===== src/rtl/logic_eval_pkg.sv =====
// Shared types and the evaluator function for logic_eval_arbiter.
// State encoding, operand field positions, and o = ~((a&b)|(c^d)).
package logic_eval_pkg;

    typedef enum logic {
        ST_IDLE = 1'b0,
        ST_RESP = 1'b1
    } state_t;

    localparam int OP_A = 3;
    localparam int OP_B = 2;
    localparam int OP_C = 1;
    localparam int OP_D = 0;

    function automatic logic lea_eval(input logic [3:0] op);
        return ~((op[OP_A] & op[OP_B]) | (op[OP_C] ^ op[OP_D]));
    endfunction

endpackage


===== src/rtl/logic_eval_arbiter_rr_pick.sv =====
// Round-robin picker: first set req at or after ptr, wrapping modulo NREQ.
// Latency: purely combinational.
// Backpressure: none; the caller qualifies gnt with its own enable.
module rr_pick #(
    parameter int NREQ = 4,
    parameter int IDW  = 2
) (
    input  logic [NREQ-1:0] req,
    input  logic [IDW-1:0]  ptr,
    output logic [NREQ-1:0] gnt,
    output logic [IDW-1:0]  gnt_id,
    output logic            any
);

    logic [IDW-1:0] idx;

    // Walk offsets from farthest to nearest so the lane closest to ptr wins last.
    always_comb begin
        gnt    = '0;
        gnt_id = '0;
        idx    = '0;
        any    = |req;
        for (int k = NREQ - 1; k >= 0; k--) begin
            if (int'(ptr) + k >= NREQ)
                idx = IDW'(int'(ptr) + k - NREQ);
            else
                idx = IDW'(int'(ptr) + k);
            if (req[idx]) begin
                gnt      = '0;
                gnt[idx] = 1'b1;
                gnt_id   = idx;
            end
        end
    end

endmodule


===== src/rtl/logic_eval_arbiter.sv =====
// Shares one registered ~((a&b)|(c^d)) evaluator among NREQ lanes, round-robin.
// Latency: 1 cycle from accept to rsp_*; 1 result/cycle while rsp_ready is high.
// Backpressure: rsp_ready=0 with a held result freezes rsp_* and drops req_ready. Option: LEA_STATS_EN.
module logic_eval_arbiter
    import logic_eval_pkg::*;
#(
    parameter int NREQ   = 4,
    parameter int IDW    = 2,
    parameter int STAT_W = 16
) (
    input  logic                   clk,
    input  logic                   rst,
    input  logic [NREQ-1:0]        req_valid,
    input  logic [4*NREQ-1:0]      req_data,
    output logic [NREQ-1:0]        req_ready,
    output logic                   rsp_valid,
    output logic [IDW-1:0]         rsp_id,
    output logic                   rsp_o,
    input  logic                   rsp_ready
`ifdef LEA_STATS_EN
    ,output logic [NREQ*STAT_W-1:0] stat_cnt
`endif
);

    state_t         state, state_nx;
    logic [IDW-1:0] ptr;
    logic [NREQ-1:0] gnt;
    logic [IDW-1:0] gnt_id;
    logic           any;
    logic           ge;
    logic           grant;
    logic [3:0]     op;

    rr_pick #(.NREQ(NREQ), .IDW(IDW)) u_pick (
        .req    (req_valid),
        .ptr    (ptr),
        .gnt    (gnt),
        .gnt_id (gnt_id),
        .any    (any)
    );

    assign ge        = (state == ST_IDLE) | rsp_ready;
    assign grant     = ge & any;
    assign req_ready = ge ? gnt : '0;
    assign rsp_valid = (state == ST_RESP);
    assign op        = req_data[{gnt_id, 2'b00} +: 4];

    always_comb begin
        state_nx = state;
        if (ge)
            state_nx = any ? ST_RESP : ST_IDLE;
    end

    always_ff @(posedge clk) begin
        if (rst) begin
            state  <= ST_IDLE;
            ptr    <= '0;
            rsp_id <= '0;
            rsp_o  <= 1'b0;
        end else begin
            state <= state_nx;
            if (grant) begin
                rsp_o  <= lea_eval(op);
                rsp_id <= gnt_id;
                ptr    <= (gnt_id == IDW'(NREQ - 1)) ? '0 : gnt_id + 1'b1;
            end
        end
    end

`ifdef LEA_STATS_EN
    logic [STAT_W-1:0] cnt [NREQ];

    // Saturating per-lane grant counters.
    always_ff @(posedge clk) begin
        if (rst) begin
            for (int i = 0; i < NREQ; i++)
                cnt[i] <= '0;
        end else begin
            for (int i = 0; i < NREQ; i++)
                if (grant && gnt[i] && (cnt[i] != '1))
                    cnt[i] <= cnt[i] + 1'b1;
        end
    end

    always_comb begin
        stat_cnt = '0;
        for (int i = 0; i < NREQ; i++)
            stat_cnt[i*STAT_W +: STAT_W] = cnt[i];
    end
`else
    logic unused_stat_w;
    assign unused_stat_w = ^STAT_W;
`endif

endmodule


===== config.mk =====
export PLATFORM = sky130hd
export DESIGN_NAME = logic_eval_arbiter
export DESIGN_NICKNAME = d
export VERILOG_FILES = /design/src/rtl/logic_eval_pkg.sv /design/src/rtl/logic_eval_arbiter_rr_pick.sv /design/src/rtl/logic_eval_arbiter.sv
export SDC_FILE = /design/constraint.sdc
export NUM_CORES = 1
export LEC_CHECK = 0
export ABC_AREA = 1
export CORE_UTILIZATION = 55
export CTS_BUF_LIST = sky130_fd_sc_hd__clkbuf_8 sky130_fd_sc_hd__clkbuf_16
export CTS_CLUSTER_SIZE = 16
export DETAILED_ROUTE_END_ITERATION = 6
export DONT_BUFFER_PORTS = 1
export PLACE_DENSITY = 0.69
export REMOVE_ABC_BUFFERS = 1
export SLEW_MARGIN = 25
export SYNTH_ARGS = -nofsm -noshare
export SYNTH_HDL_FRONTEND = slang
export SYNTH_SLANG_ARGS = --single-unit

===== constraint.sdc =====
create_clock -name clk -period 2.5 [get_ports clk]
set_input_delay 0.5 -clock clk [delete_from_list [all_inputs] [get_ports clk]]
set_output_delay 0.5 -clock clk [all_outputs]
set_load 0.02 [all_outputs]

==> impl_metrics.toml <==
[critical_path]
crit_type = "flop to primary output"
crit_arrival_ns = 1.83
worst_ep_required_time_ns = 2.00
cp-end-kind = "primary output"
start_kind = "flop"
crit_fanout = 7

[power]
pwr-share-comb_pct = 77.1
power_density_mw_per_mm2 = 1480
p_int_uw = 660
seq_power_share_pct = 13.1
p_clk_share_pct = 9.9
swShare_pct = 55.2
p_leak_uw = 0.000528
finalPower_uw = 1470
peakVddDrop_uv = 739
p_sw_uw = 813

[global_route]
grt.overflow.total = 0
grt_usage_pct = 21.7
grt_pass1_wl_um = 2960
grt_max_degree = 12
antenna_found_initial = 0
grt_pass1_vias = 750

[clocking]
cts_tree = "built"
h-tree-depth = 1
root_buffer = "clkbuf_8"
cts.sinks = 6
cts_setup_buffers = 0
cts_buffers = 3
clk_path_buf_depth = 2
clock_latency_ns = 0.22
path_clk_slew_ns = 0.04

[synthesis]
ys_top_cells_by_area = "nand2_1 (15%), dfxtp_1 (14%), ha_1 (11%)"
ys_warn_count = 0
syn_area_um2 = 882
ys_seq_area_share_pct = 13.6
synth.avg_cell_area_um2 = 6.39
yosysTopAreaCellShare_pct = 15.3
synthCells = 138
ys_types = 23
yosysTopAreaCell = "nand2_1"
ys_ff_latch = 6

[cells_and_area]
fin_area_um2 = 993
layout-drive-gt1-share_pct = 34.9
nets = 179
n_fill_cell = 146
antenna_cells = 0
syn_to_final_growth_pct = 12.6

[timing]
finalHoldViolCount = 0
setup_tns_ns = 0
skew_ns = 0.000387
setup_violations = 0
grt_setup_unrepaired = "false"
timing.fmax_ghz = 0.430
relSlewSlack_pct = 83.5
period_minus_slack_ns = 2.33
period_share_pct = 93.1
setup_slack_ns = 0.173
drv_slew = 0
worst_pin_slew_ns = 0.247

[outcome]
status = "completed"

[drt]
drtIter0Drc = 14
ant_nets = 0
wire_per_inst_um = 10.9
drt-total-wl_um = 1760
drc = 0
firstDrtPassIters = 4
viasPerCell = 5.32
vias = 862

[floorplan]
start_util_pct = 58.6
die-height_um = 42.0
coreArea_mm2 = 0.00151
ioPinCount = 31
num_rows = 14
dieWidth_um = 42.0
die_area_mm2 = 0.00177

[placed_design]
hpwlAfterDp_um = 1490
finalWeightedCongestion = 0.851
post_dp_cell_area_um2 = 936
port_buffers = 0
dp_slack_ns = 0.295

[min_path]
hold_class = "input port to flop"

[job]
maxCapViolCount = 0
## metrics by stage
step	hold slack [ns]	std cells	utilization, %
final	0.328	162	65.9
after detailed placement	0.566	159	62.1
after floorplan	0.562	137	-
after global placement	0.568	159	62.1
after global routing	0.324	162	65.9
after CTS	0.332	162	64.9
## synthesized netlist by cell type
library cell,n
nand2_1,36
a21oi_1,13
inv_2,11
inv_1,10
nand2_2,10
ha_1,8
nor2_1,7
dfxtp_1,6
nand3_1,6
nand3_2,6
o21ai_0,6
nand2_4,5
inv_6,2
o211ai_1,2
o21ai_1,2
a21oi_2,1
buf_6,1
inv_4,1
nand3_4,1
nand4_1,1
nor2_2,1
o211ai_2,1
or2_2,1
## power by group through the flow
stage | logic (uW) | registers [uW] | clock network [uW]
5_1_grt | 1280 | 197 | 155
2_1_floorplan | 843 | 215 | 0
4_1_cts | 1110 | 189 | 148
3_3_place_gp | 1100 | 190 | 0
3_5_place_dp | 1110 | 190 | 0
6_report | 1140 | 192 | 145
## registers in the layout, summed over array words and instances (netlist names)
register,count
ptr,2
rsp_o,1
rsp_id,2
rsp_valid,1
## layout by cell type (no fill, tap or decap), drive strengths merged
master	Yosys	final
a21oi	14	14
buf	1	6
clkbuf	0	3
dfxtp	6	6
ha	8	8
inv	24	24
nand2	51	51
nand3	13	13
nand4	1	1
nor2	8	8
o211ai	3	3
o21ai	8	8
or2	1	1
## cell families after synthesis
| logic type | Yosys count | synth area share (%) |
|---|---|---|
| compound gates | 25 | 16.0 |
| fa+ha+maj | 8 | 11.3 |
| buf+inv | 25 | 12.9 |
| flops | 6 | 13.6 |
| simple gates | 74 | 46.1 |
## worst paths after layout
path	start	end	slack, ns	cells past startpoint
hold / removal	rst	ptr[0]	0.33	1
setup / recovery	ptr[1]	req_ready[2]	0.17	12
setup reg to reg	ptr[1]	ptr[1]	0.85	14
hold reg to reg	rsp_id[1]	rsp_id[1]	0.63	4
## worst max-delay path, cell delays in order, from the launching register on
cell and delay [ns]:
dfxtp_1 0.36, inv_4 0.08, ha_4 0.23, inv_1 0.08
nand3_1 0.10, nand2_1 0.09, nand3_2 0.07, inv_2 0.08
nand2_1 0.05, nand2_1 0.06, o211ai_1 0.08, a21oi_1 0.16
buf_4 0.16
## per-layer routing
| layer | global-route usage [%] | wire, um | share of wire, % | vias to the layer above |
|---|---|---|---|---|
| li1 | - | - | - | 453 |
| met1 | 26.8 | 786 | 45 | 371 |
| met2 | 35.3 | 854 | 48 | 36 |
| met3 | 7.33 | 111 | 6.3 | 2 |
| met4 | 7.50 | 10 | 0.57 | 0 |
| met5 | 0 | 0 | 0 | - |
## layout make-up
cell class | count | area [um2] | area share [%]
inverter | 24 | 105 | 10.6
tap | 16 | 20.0 | 2.02
multi-input combinational | 107 | 661 | 66.5
sequential | 6 | 121 | 12.2
timing repair buffer | 6 | 45.0 | 4.53
clock buffer | 3 | 41.3 | 4.16
## timing repair
| action | 4_1_cts | 5_1_grt |
|---|---|---|
| hold buffers | 0 | 0 |
| resized for setup | 0 | 3 |
| endpoints found under the setup margin | 0 | 4 |
Note: power is estimated with default switching activity, not from simulation.
